`config.mk`:
```
export PLATFORM = sky130hd
export DESIGN_NAME = hazard_unit_gen
export DESIGN_NICKNAME = d
export VERILOG_FILES = /design/src/rtl/hazard_unit_gen.sv
export SDC_FILE = /design/constraint.sdc
export NUM_CORES = 1
export LEC_CHECK = 0
export CORE_ASPECT_RATIO = 1.4
export CORE_MARGIN = 4
export CORE_UTILIZATION = 25
export CTS_BUF_LIST = sky130_fd_sc_hd__clkbuf_8
export DETAILED_ROUTE_END_ITERATION = 10
export GPL_TIMING_DRIVEN = 0
export PLACE_DENSITY_LB_ADDON = 0.08
export SETUP_SLACK_MARGIN = 0.05
export SLEW_MARGIN = 20
export SYNTH_ARGS = -nofsm -noshare
export SYNTH_HDL_FRONTEND = slang
export SYNTH_SLANG_ARGS = --single-unit
```
`constraint.sdc`:
```
create_clock -name clk -period 3.3 [get_ports clk]
set_input_delay 0.66 -clock clk [delete_from_list [all_inputs] [get_ports clk]]
set_output_delay 0.66 -clock clk [all_outputs]
set_load 0.01 [all_outputs]
```
`src/rtl/hazard_unit_gen.sv`:
```
// rtl/hazard_unit_gen.sv - parametrised hazard/forwarding controller beside the decode stage
// Nearest-stage forwarding, load-use bubbles, multi-cycle branch flush, memory-wait stall, perf counters.
module hazard_unit_gen #(
  parameter  int AW        = 5,
  parameter  int NFWD      = 3,
  parameter  int FLUSH_CYC = 1,
  parameter  int CNTW      = 16,
  localparam int SELW      = $clog2(NFWD + 1)
) (
  input  logic              clk,
  input  logic              rst,
  input  logic [AW-1:0]     rs1_d,
  input  logic [AW-1:0]     rs2_d,
  input  logic              use_rs1,
  input  logic              use_rs2,
  input  logic [NFWD*AW-1:0] rd_flat,
  input  logic [NFWD-1:0]   rb_wr,
  input  logic              ld_ex,
  input  logic              pc_sel,
  input  logic              mem_busy,
  output logic [SELW-1:0]   fwd_a,
  output logic [SELW-1:0]   fwd_b,
  output logic              stall_f,
  output logic              stall_d,
  output logic              stall_x,
  output logic              flush_d,
  output logic              flush_e,
  output logic [CNTW-1:0]   lu_cnt,
  output logic [CNTW-1:0]   br_cnt,
  output logic [CNTW-1:0]   mw_cnt
);

  typedef enum logic [1:0] {IDLE, FLUSH, MWAIT} state_t;

  localparam int FCW = $clog2(FLUSH_CYC + 1);
  localparam logic [FCW-1:0] FC_FULL   = FCW'(FLUSH_CYC);
  localparam logic [FCW-1:0] FC_RELOAD = FCW'(FLUSH_CYC - 1);

  state_t         state, state_n, eff;
  logic [FCW-1:0] fcnt, fcnt_n;
  logic [AW-1:0]  rd1;
  logic           lu, lu_stall;

  // Scanning from the far stage down lets the nearest matching stage overwrite the result.
  function automatic logic [SELW-1:0] fwd_sel(input logic [AW-1:0] rs, input logic use_rs,
                                              input logic [NFWD*AW-1:0] rds,
                                              input logic [NFWD-1:0] wr);
    fwd_sel = '0;
    for (int k = NFWD; k >= 1; k--) begin
      if (use_rs && (rs != '0) && wr[k-1] && (rds[(k-1)*AW +: AW] == rs))
        fwd_sel = SELW'(k);
    end
  endfunction

  assign fwd_a = rst ? '0 : fwd_sel(rs1_d, use_rs1, rd_flat, rb_wr);
  assign fwd_b = rst ? '0 : fwd_sel(rs2_d, use_rs2, rd_flat, rb_wr);

  assign rd1 = rd_flat[AW-1:0];
  assign lu  = ld_ex & rb_wr[0] & (rd1 != '0) &
               ((use_rs1 & (rd1 == rs1_d)) | (use_rs2 & (rd1 == rs2_d)));

  always_ff @(posedge clk or posedge rst) begin
    if (rst) begin
      state <= IDLE;
      fcnt  <= '0;
    end else begin
      state <= state_n;
      fcnt  <= fcnt_n;
    end
  end

  always_comb begin
    state_n  = state;
    fcnt_n   = fcnt;
    stall_f  = 1'b0;
    stall_d  = 1'b0;
    stall_x  = 1'b0;
    flush_d  = 1'b0;
    flush_e  = 1'b0;
    lu_stall = 1'b0;
    // The cycle mem_busy drops out of MWAIT behaves as the state it will resume.
    eff = state;
    if (state == MWAIT && !mem_busy) eff = (fcnt != '0) ? FLUSH : IDLE;
    if (!rst) begin
      if (mem_busy) begin
        stall_f = 1'b1;
        stall_d = 1'b1;
        stall_x = 1'b1;
        state_n = MWAIT;
        if (pc_sel) fcnt_n = FC_FULL;
      end else if (eff == FLUSH) begin
        flush_d = 1'b1;
        flush_e = 1'b1;
        if (pc_sel) begin
          fcnt_n  = FC_RELOAD;
          state_n = (FLUSH_CYC > 1) ? FLUSH : IDLE;
        end else begin
          fcnt_n  = fcnt - FCW'(1);
          state_n = (fcnt == FCW'(1)) ? IDLE : FLUSH;
        end
      end else begin
        state_n = IDLE;
        if (pc_sel) begin
          flush_d = 1'b1;
          flush_e = 1'b1;
          fcnt_n  = FC_RELOAD;
          state_n = (FLUSH_CYC > 1) ? FLUSH : IDLE;
        end else if (lu) begin
          stall_f  = 1'b1;
          stall_d  = 1'b1;
          flush_e  = 1'b1;
          lu_stall = 1'b1;
        end
      end
    end
  end

  always_ff @(posedge clk or posedge rst) begin
    if (rst) begin
      lu_cnt <= '0;
      br_cnt <= '0;
      mw_cnt <= '0;
    end else begin
      if (lu_stall && (lu_cnt != '1)) lu_cnt <= lu_cnt + CNTW'(1);
      if (pc_sel && (br_cnt != '1))   br_cnt <= br_cnt + CNTW'(1);
      if (stall_x && (mw_cnt != '1))  mw_cnt <= mw_cnt + CNTW'(1);
    end
  end

endmodule
```
==> results of run 1 <==
metal layers:
metal	vias to the layer above	track usage, %	wire [um]	part of all wire (%)
met5	-	0	0	0
met4	0	3.417	98	1.2
met3	7	2.731	325	4.1
met2	63	22.35	4082	51
met1	1187	14.89	3483	44
li1	1212	-	-	-
critical path: cells and delay by family:
kind | cells | cell delay, ps
compound gates | 2 | 510
simple gates | 2 | 470
buf+inv | 3 | 890
stage by stage:
step	cells	hold slack [ps]	instance area, um2
global placement	525	479.4	3978
finish	535	344.1	4119
detailed placement	526	483.8	4008
floorplan	292	508.1	2907
CTS	535	337.2	4118
global route	535	344.3	4119
synth_stat cells (all sizes together):
library cell / instances / share of area (%)
a211o: 1 / 0.30
a21boi: 1 / 0.26
a21oi: 7 / 1.2
a31oi: 6 / 1.8
and2: 1 / 0.22
and3: 8 / 1.7
and4: 1 / 0.30
buf: 5 / 1.2
dfrtp: 51 / 44
ha: 3 / 1.3
inv: 9 / 1.2
mux2: 3 / 1.2
nand2: 24 / 3.2
nand2b: 3 / 0.65
nand3: 21 / 3.8
nand3b: 2 / 0.52
nand4: 18 / 4.1
nand4b: 1 / 0.30
nor2: 20 / 2.8
nor3: 13 / 2.4
nor4: 7 / 1.9
o21a: 4 / 1.0
o21ai: 4 / 0.69
o22ai: 2 / 0.90
o311a: 1 / 0.34
or3: 1 / 0.22
or4: 2 / 0.52
xnor2: 50 / 15
xor2: 23 / 6.9
cell usage in the layout (no fill, tap or decap), drive strengths merged, types with 3 or more instances in the layout:
cell and instances:
inv 10, clkdlybuf4s50 71, mux2 3, o21ai 4, a31oi 6, nand3 21, and3 8, dlygate4sd2 17
nor2 20, o21a 4, nor4 7, nand2b 3, dfrtp 51, nand2 24, xnor2 50, clkbuf 7
nand4 18, nor3 13, xor2 23, a21oi 7, buf 8, ha 3
worst paths after layout:
check	start	to	slack (ps)	cells past startpoint
setup / recovery	rd_flat[1]	stall_f	110	7
max in group asynchronous	rst	mw_cnt[14]$_DFFE_PP0P_	2500	3
hold / removal	rst	lu_cnt[14]$_DFFE_PP0P_	340	2
hold reg to reg	mw_cnt[15]$_DFFE_PP0P_	mw_cnt[15]$_DFFE_PP0P_	490	1
min in group clk	mw_cnt[15]$_DFFE_PP0P_	mw_cnt[15]$_DFFE_PP0P_	490	1
setup reg to reg	lu_cnt[0]$_DFFE_PP0P_	lu_cnt[1]$_DFFE_PP0P_	1270	6
flip-flops by register name, summed over array words and instances (netlist names):
signal	cells
fcnt	1
state	2
lu_cnt	16
br_cnt	16
mw_cnt	16
cells by family (layout without fill, tap and decap cells):
family          count (synthesis)  in the layout  synth area share, %
simple gates                  122            122                22.69
buf+inv                        14            113                2.410
flops                          51             51                43.91
compound gates                 26             26                6.543
fa+ha+maj                       3              3                1.292
xor+xnor                       73             73                22.00
mux                             3              3                1.162
repair_timing:
action,4_1_cts,5_1_grt
resized for setup,23,4
buffers inserted,2,0
endpoints found under the setup margin,7,2
pin swaps,3,1
report_power, final:
group	total, mW	leakage (nW)	switching [mW]	internal [mW]
Combinational	0.491	0.982	0.212	0.279
Clock	0.391	0.0477	0.221	0.170
Sequential	0.809	0.668	0.104	0.705
Total	1.69	1.70	0.537	1.15
area by class of cell:
class                           count  area (um2)  share of cell area, %
Clock inverter                      1       8.758                 0.2126
Clock buffer                        6       82.58                  2.005
Inverter                            9       36.28                 0.8809
Buffer                              5       36.28                 0.8809
Tap cell                          144       180.2                  4.374
Multi-Input combinational cell    227        1592                  38.64
Timing Repair Buffer               92       907.1                  22.02
Sequential cell                    51        1276                  30.98
==> qor.yml, run 1 <==
synthesis:
  netlist_area_um2: 2907
  synth.distinct_cells: 40
  ys_seq_area_share_pct: 43.91
  synth-seq-cells: 51
  ys_warn_count: 0
  syn_nets: 330
  syn_area_per_cell_um2: 9.954
  synth_cells: 292
timing:
  clock.fmax_ghz: 0.3137
  max-slew-margin-rel_pct: 64.18
  rsz0062_at_grt: "false"
  fin_skew_ps: 12.48
  slew_viol_final: 0
  worst_pin_slew_ps: 533.1
  hold_violations: 0
  fin_crit_ps: 3187
  setup_viol: 0
  fin_crit_sh_pct: 96.59
  setup_ws_ps: 112.5
  finalSetupTns_ps: 0
clocking:
  clk_pin_slew_ps: 100
  clock_sinks: 51
  htreeDepth: 2
  numCtsBuffers: 5
  cts_tree: "done"
  clock-root-buffer: "clkbuf_8"
  clk_latency_ps: 310
  clock_path_buffers: 2
  holdBufCountCts: 0
die:
  core_area_um2: 11340
  die_x_um: 99.13
  io_pins: 92
  die_h_um: 135.6
  dieArea_um2: 13440
  initial_core_util_pct: 25.63
  rows: 46
setup_path:
  path_max_fanout: 4
  worstSetupPathType: "in -> out"
  slowest_delay_ps: 470
  cp_slowest_cell: "clkdlybuf4s50_1"
  crit_arrival_ps: 2530
  crit_path_end_kind: "output pin"
  start_kind: "input port"
  cp_cell_sequence: "clkdlybuf4s50_1, or3_4, o311a_4, a31oi_1, nor2_1, buf_4, dlygate4sd2_1"
  crit_required_ps: 2640
run:
  drv_cap: 0
global_route:
  track_usage_pct: 12.46
  grt_first_pass_wirelength_um: 13500
  grt_max_degree: 47
  antenna_found_initial: 0
  grt_pass1_vias: 2633
  grt-ovfl-total: 0
cells_and_area:
  drive_above_1_share_pct: 8.696
  fin_nets: 429
  area_growth_pct: 41.71
  nFillCells: 1196
  utilization_pct: 36.33
  diodes: 0
detailed_routing:
  wl_per_cell_um: 14.93
  dr.pass1.iters: 4
  viasPerCell: 4.615
  drc_errors: 0
  drt-total-wl_um: 7990
  vias: 2469
  ant_nets: 0
  drt_first_iter_violations: 56
worst_hold_path:
  hold_class: "in -> async"
power_and_ir_drop:
  finalPower_mw: 1.690
  irDropWorstVdd_v: 0.0003032
  p_per_area_nw_per_um2: 410.3
  leakage_nw: 1.698
placed_design:
  pre_cts_ws_ps: -328.5
  port_buffers: 89
  dp.final_hpwl_um: 6064
  place_congestion: 0.7763
outcome:
  status: "complete, no violations"
No activity file was read; power rests on OpenSTA's default activity.
==> run 2, diff against run 1 <==
- ABC_AREA: not set -> 1
- clock period: 3.3 -> 3.57 ns (I/O delays scaled with it)
==> qor.yml, run 2 <==
outcome:
  status: "complete, no violations"
timing:
  clock.fmax_ghz: 0.2936
  fin_crit_ps: 3406
  setup_viol: 0  # unchanged
  hold_violations: 0  # unchanged
  finalSetupTns_ps: 0  # unchanged
  worst_pin_slew_ps: 503.2  # -29.93 ps
  rsz0062_at_grt: "false"
  fin_skew_ps: 14.40  # +1.920 ps
  max-slew-margin-rel_pct: 66.45  # +2.3 points
  slew_viol_final: 0  # unchanged
  fin_crit_sh_pct: 95.40
cells_and_area:
  area_growth_pct: 35.68
  stdcell_count: 758  # +42%
  diodes: 0  # unchanged
  nFillCells: 1548  # +29%
  final_cell_mix: "121 x nand2_1, 80 x clkdlybuf4s50_1, 52 x inv_1"
  drive_above_1_share_pct: 11.87  # +3.2 points
  fin_nets: 610  # +42%
  final_common_cell: "nand2_1"
  top_regs: "br_cnt (16), lu_cnt (16), mw_cnt (16)"
detailed_routing:
  dr.pass1.iters: 4  # unchanged
  wl_met3_um: 441  # +36%
  drc_errors: 0  # unchanged
  dr_wl_met2_um: 5606  # +37%
  ant_nets: 0  # unchanged
  top_layer_used: "met4"
  wl_met1_um: 4303  # +24%
  wl_per_cell_um: 13.91  # -6.9%
  drt-total-wl_um: 10540  # +32%
  vias: 3396  # +38%
  drt_first_iter_violations: 77  # +38%
  viasPerCell: 4.480  # -2.9%
setup_path:
  worstSetupPathType: "in -> out"
  crit_required_ps: 2860  # +220 ps
  crit_arrival_ps: 2690  # +160 ps
  crit_path_end_kind: "output pin"
  rr_worst_depth: 8  # +2
  start_kind: "input port"
  reg2reg_slack_ps: 1630  # +360 ps
  path_max_fanout: 4  # unchanged
  r2r-end: "lu_cnt[4]$_DFFE_PP0P_"
  r2r-start: "lu_cnt[0]$_DFFE_PP0P_"
power_and_ir_drop:
  irDropWorstVdd_v: 0.0002765  # -8.8%
  p_comb_share_pct: 35.5  # +6.5 points
  p_per_area_nw_per_um2: 359.2  # -12%
  leakage_nw: 2.290  # +35%
  finalPower_mw: 1.760  # +4.2%
  p_sw_mw: 0.6426  # +20%
  p_int_mw: 1.118  # -3.1%
  power_frac_clock_pct: 20.5  # -2.6 points
  p_sw_share_pct: 36.51  # +4.8 points
  p_seq_share_pct: 44.0  # -3.9 points
clocking:
  clk_pin_slew_ps: 100  # about the same
  clock-root-buffer: "clkbuf_8"
  clock_path_buffers: 2  # unchanged
  cts_tree: "done"
  numCtsBuffers: 5  # unchanged
  htreeDepth: 2  # unchanged
  clock_sinks: 51  # unchanged
  clk_latency_ps: 320  # about the same
die:
  initial_core_util_pct: 25.73  # +0.096 points
  die_x_um: 109.6  # +11%
  dieArea_um2: 16460  # +22%
  io_pins: 92  # unchanged
  die_h_um: 150.2  # +11%
  rows: 51  # +11%
  core_area_um2: 14040  # +24%
global_route:
  grt-ovfl-total: 0  # unchanged
  grt_max_degree: 30  # -36%
  grt_pass1_vias: 3669  # +39%
  track_usage_pct: 13.33  # +0.87 points
  grt_first_pass_wirelength_um: 17330  # +28%
  antenna_found_initial: 0  # unchanged
synthesis:
  syn_area_per_cell_um2: 7.637  # -23%
  yosys.area.top_type: "dfrtp_1"
  synth_area_leaders: "dfrtp_1 35%, nand2_1 13%, xor2_1 8.7%"
  synth-seq-cells: 51  # unchanged
  synth_top_area_share_pct: 35.33  # -8.6 points
  syn_nets: 511  # +55%
  ys_seq_area_share_pct: 35.33  # -8.6 points
  netlist_area_um2: 3612  # +24%
  synth_flop_cell: "dfrtp_1"
  yosysMostFrequentCell: "nand2_1"
  yosys-top-cells-count: "121 x nand2_1, 53 x inv_1, 51 x dfrtp_1"
  async_flop_share_pct: 100.0  # unchanged
  ys_warn_count: 0  # unchanged
  synth_cells: 473  # +62%
  synth-edff-count: 0  # unchanged
  synth.distinct_cells: 35  # -13%
worst_hold_path:
  hold_class: "reg -> reg"
  hold_depth: 2
  min-delay-start: "state[0]$_DFFE_PP0N_"
  holdPathEnd: "state[0]$_DFFE_PP0N_"
placed_design:
  dp.final_hpwl_um: 8331  # +37%
  placed_cells: 749  # +42%
  place_congestion: 0.8155  # +5.0%
  port_buffers: 90  # +1.1%
run:
  drv_cap: 0  # unchanged
==> run 2: cell types whose count changed in the layout (fill, tap and decap cells not counted), sizes merged, moves of 8 or more <==
| cell | delta |
|---|---|
| and3 | -8 |
| clkdlybuf4s50 | +9 |
| dlygate4sd2 | -15 |
| dlymetal6s2s | +8 |
| inv | +55 |
| nand2 | +99 |
| nand3 | +21 |
| nor2 | +25 |
| o21ai | +9 |
| o21bai | +14 |
| xnor2 | -33 |
| xor2 | +13 |
==> run 2: cell families after synthesis <==
kind of cell             count (synthesis)  synth area share (%)
buffers and inverters                   71                 8.417
adder cells (fa/ha/maj)                  3                 1.039
AND/OR/NAND/NOR                        252                 33.88
AO/OA/AOI/OAI                           43                 8.486
XOR/XNOR                                53                 12.85
flip-flops                              51                 35.33
==> run 2: layer usage <==
layer  vias up  track usage (%)
met2        71            25.21
met3        13            2.402
met5         -                0
met4         0            3.993
met1      1593            14.84
li1       1719                -
==> run 2: worst max path at each step <==
stage	startpoint	to
after detailed placement	rs1_d[2]	stall_f
after floorplan	rst	fwd_a[1]
after global routing	rd_flat[0]	flush_e
final	rs2_d[4]	stall_f
after global placement	rst	fwd_a[1]
after CTS	rs1_d[3]	stall_f
==> run 2: what timing repair did <==
action                     CTS  global route
resized for setup            5            11
setup buffers                0             1
setup endpoints to repair    3             5
pin swaps                    0             1
hold buffers                 0             0
==> run 2: worst max-delay path, cell delays in order <==
cell and delay (ps):
clkdlybuf4s50_1 520, xnor2_1 270, nand4_1 160, nand2_2 150, nand3_4 90, a21oi_4 150
buf_4 120, clkdlybuf4s50_1 520
==> run 2: layout make-up <==
type	count	area [um2]	area share [%]
multi-input combinational	351	2053	41.89
tap	185	231.5	4.723
clock inverter	3	18.77	0.3829
sequential	51	1276	26.04
inverter	64	242.7	4.953
buffer	7	63.81	1.302
timing repair buffer	92	945.9	19.30
clock buffer	5	68.82	1.404
==> run 2: power groups by stage <==
stage | registers, mW | clock network (mW) | logic [mW]
floorplan | 0.805 | 0 | 0.296
global placement | 0.787 | 0 | 0.627
detailed placement | 0.787 | 0 | 0.631
CTS | 0.777 | 0.388 | 0.636
global route | 0.795 | 0.407 | 0.695
finish | 0.775 | 0.360 | 0.625
==> run 2: per-stage QoR <==
stage	setup WS, ps	hold WS [ps]	utilization (%)	area (um2)
5_1_grt	55.95	554.2	34.91	4901
6_report	164.2	495.8	34.91	4901
4_1_cts	0.9175	504.8	34.64	4863
3_5_place_dp	-123.2	479.3	33.96	4767
2_1_floorplan	486.5	453.0	-	3612
3_3_place_gp	-786.6	474.0	33.80	4745
==> run 3, diff against run 2 <==
- CORE_MARGIN: 4 -> 8
==> qor.yml, run 3 (synthesized netlist as in run 2, its figures left out) <==
power_and_ir_drop:
  finalPower_mw: 1.764  # +0.23%
  irDropWorstVdd_v: 0.0003036  # +9.8%
  leakage_nw: 2.269  # -0.92%
  p_per_area_nw_per_um2: 361.0  # +0.52%
detailed_routing:
  drt_first_iter_violations: 87  # +13%
  drc_errors: 0  # unchanged
  drt-total-wl_um: 10910  # +3.5%
  dr.pass1.iters: 4  # unchanged
  ant_nets: 0  # unchanged
  viasPerCell: 4.399  # -1.8%
  wl_per_cell_um: 14.32  # +2.9%
  vias: 3352  # -1.3%
timing:
  setup_viol: 0  # unchanged
  fin_skew_ps: 12.02  # -2.374 ps
  max-slew-margin-rel_pct: 65.54  # -0.92 points
  hold_violations: 0  # unchanged
  slew_viol_final: 0  # unchanged
  worst_pin_slew_ps: 517.0  # +13.74 ps
  setup_ws_ps: 149.9  # -14.29 ps
  rsz0062_at_grt: "false"
  fin_crit_sh_pct: 95.80  # +0.40 points
  hold_ws_ps: 505.0  # +9.209 ps
  clock.fmax_ghz: 0.2924  # -0.42%
  fin_crit_ps: 3420  # +14.29 ps
setup_path:
  crit_path_end_kind: "output pin"
  crit_required_ps: 2860  # about the same
  start_kind: "input port"
  rr_worst_depth: 8  # unchanged
  r2r-end: "lu_cnt[2]$_DFFE_PP0P_"
  path_max_fanout: 5  # +1
  worstSetupPathType: "in -> out"
  crit_arrival_ps: 2710  # +20 ps
  r2r-start: "lu_cnt[0]$_DFFE_PP0P_"
  reg2reg_slack_ps: 1620  # about the same
clocking:
  clock-root-buffer: "clkbuf_8"
  htreeDepth: 2  # unchanged
  clk_pin_slew_ps: 100  # about the same
  clock_sinks: 51  # unchanged
  clock_path_buffers: 2  # unchanged
  cts_tree: "done"
  numCtsBuffers: 5  # unchanged
  clk_latency_ps: 320  # about the same
die:
  die_x_um: 117.6  # +7.3%
  core_area_um2: 14310  # +2.0%
  io_pins: 92  # unchanged
  rows: 52  # +2.0%
  initial_core_util_pct: 25.24  # -0.49 points
  dieArea_um2: 18610  # +13%
  die_h_um: 158.2  # +5.3%
global_route:
  grt_pass1_vias: 3640  # -0.79%
  antenna_found_initial: 0  # unchanged
  grt_first_pass_wirelength_um: 18120  # +4.5%
  grt-ovfl-total: 0  # unchanged
  track_usage_pct: 11.99  # -1.3 points
  grt_max_degree: 32  # +6.7%
placed_design:
  pre_cts_ws_ps: -119.0  # +4.223 ps
  placed_cells: 753  # +0.53%
  port_buffers: 90  # unchanged
  place_congestion: 0.8382  # +2.8%
  dp.final_hpwl_um: 8803  # +5.7%
cells_and_area:
  area_growth_pct: 35.30
  final_cell_mix: "121 x nand2_1, 80 x clkdlybuf4s50_1, 52 x inv_1"
  stdcell_count: 762  # +0.53%
  diodes: 0  # unchanged
  fin_nets: 610  # unchanged
  drive_above_1_share_pct: 11.87  # unchanged
  final_common_cell: "nand2_1"
  top_regs: "br_cnt (16), lu_cnt (16), mw_cnt (16)"
worst_hold_path:
  min-delay-start: "state[0]$_DFFE_PP0N_"
  hold_depth: 2  # unchanged
  holdPathEnd: "state[0]$_DFFE_PP0N_"
  hold_class: "reg -> reg"
run:
  drv_cap: 0  # unchanged
outcome:
  status: "complete, no violations"
==> run 3: report_power, final <==
part	internal (mW)	total, mW	switching (mW)	leakage (nW)
sequential	0.665	0.775	0.110	0.599
clock	0.139	0.364	0.225	0.0483
combinational	0.313	0.625	0.313	1.62
==> run 3: critical path: stages <==
cell,delay (ps)
clkdlybuf4s50_1,510
a21oi_1,190
o21ai_0,100
nor3_1,360
nand3_1,120
a21oi_1,160
clkdlybuf4s50_1,560
==> run 3: final cells by class <==
| class | count | area, um2 |
|---|---|---|
| plain buffers | 7 | 63.81 |
| clock buffers | 5 | 68.82 |
| clock inverters | 3 | 18.77 |
| fillers | 1578 | 9427 |
| inverters | 64 | 242.7 |
| multi-input cells | 351 | 2053 |
| flip-flops and latches | 51 | 1276 |
| well taps | 189 | 236.5 |
| repair buffers | 92 | 927.1 |
==> run 3: metal layers <==
metal / GRT usage, % / up-vias / wire (um)
met5: 0 / - / 0
met4: 3.121 / 0 / 123
met3: 2.926 / 8 / 467
met2: 23.20 / 55 / 5905
met1: 12.66 / 1575 / 4413
li1: - / 1714 / -
==> run 3: what timing repair did <==
action	4_1_cts	5_1_grt
resized for setup	10	5
setup buffers	0	1
endpoints found under the setup margin	3	5
hold buffers	0	0
pin swaps	1	3
==> run 3: worst max-delay path by stage <==
stage	start	endpoint	slack (ps)	cells past startpoint
6_report	rs1_d[1]	fwd_a[0]	150	7
3_3_place_gp	rst	fwd_b[1]	-810	5
4_1_cts	rd_flat[0]	stall_f	60	11
5_1_grt	rs1_d[1]	fwd_a[0]	40	7
3_5_place_dp	rs2_d[2]	stall_f	-120	11
2_1_floorplan	rst	fwd_a[1]	490	4
==> run 3: metrics by stage <==
step                      TNS (ps)  instance area, um2  util (%)
after detailed placement    -158.6                4772     33.34
after floorplan                  0                3612         -
after global routing             0                4887     34.14
after CTS                        0                4865     33.99
after global placement       -1777                4750     33.18
final                            0                4887     34.14
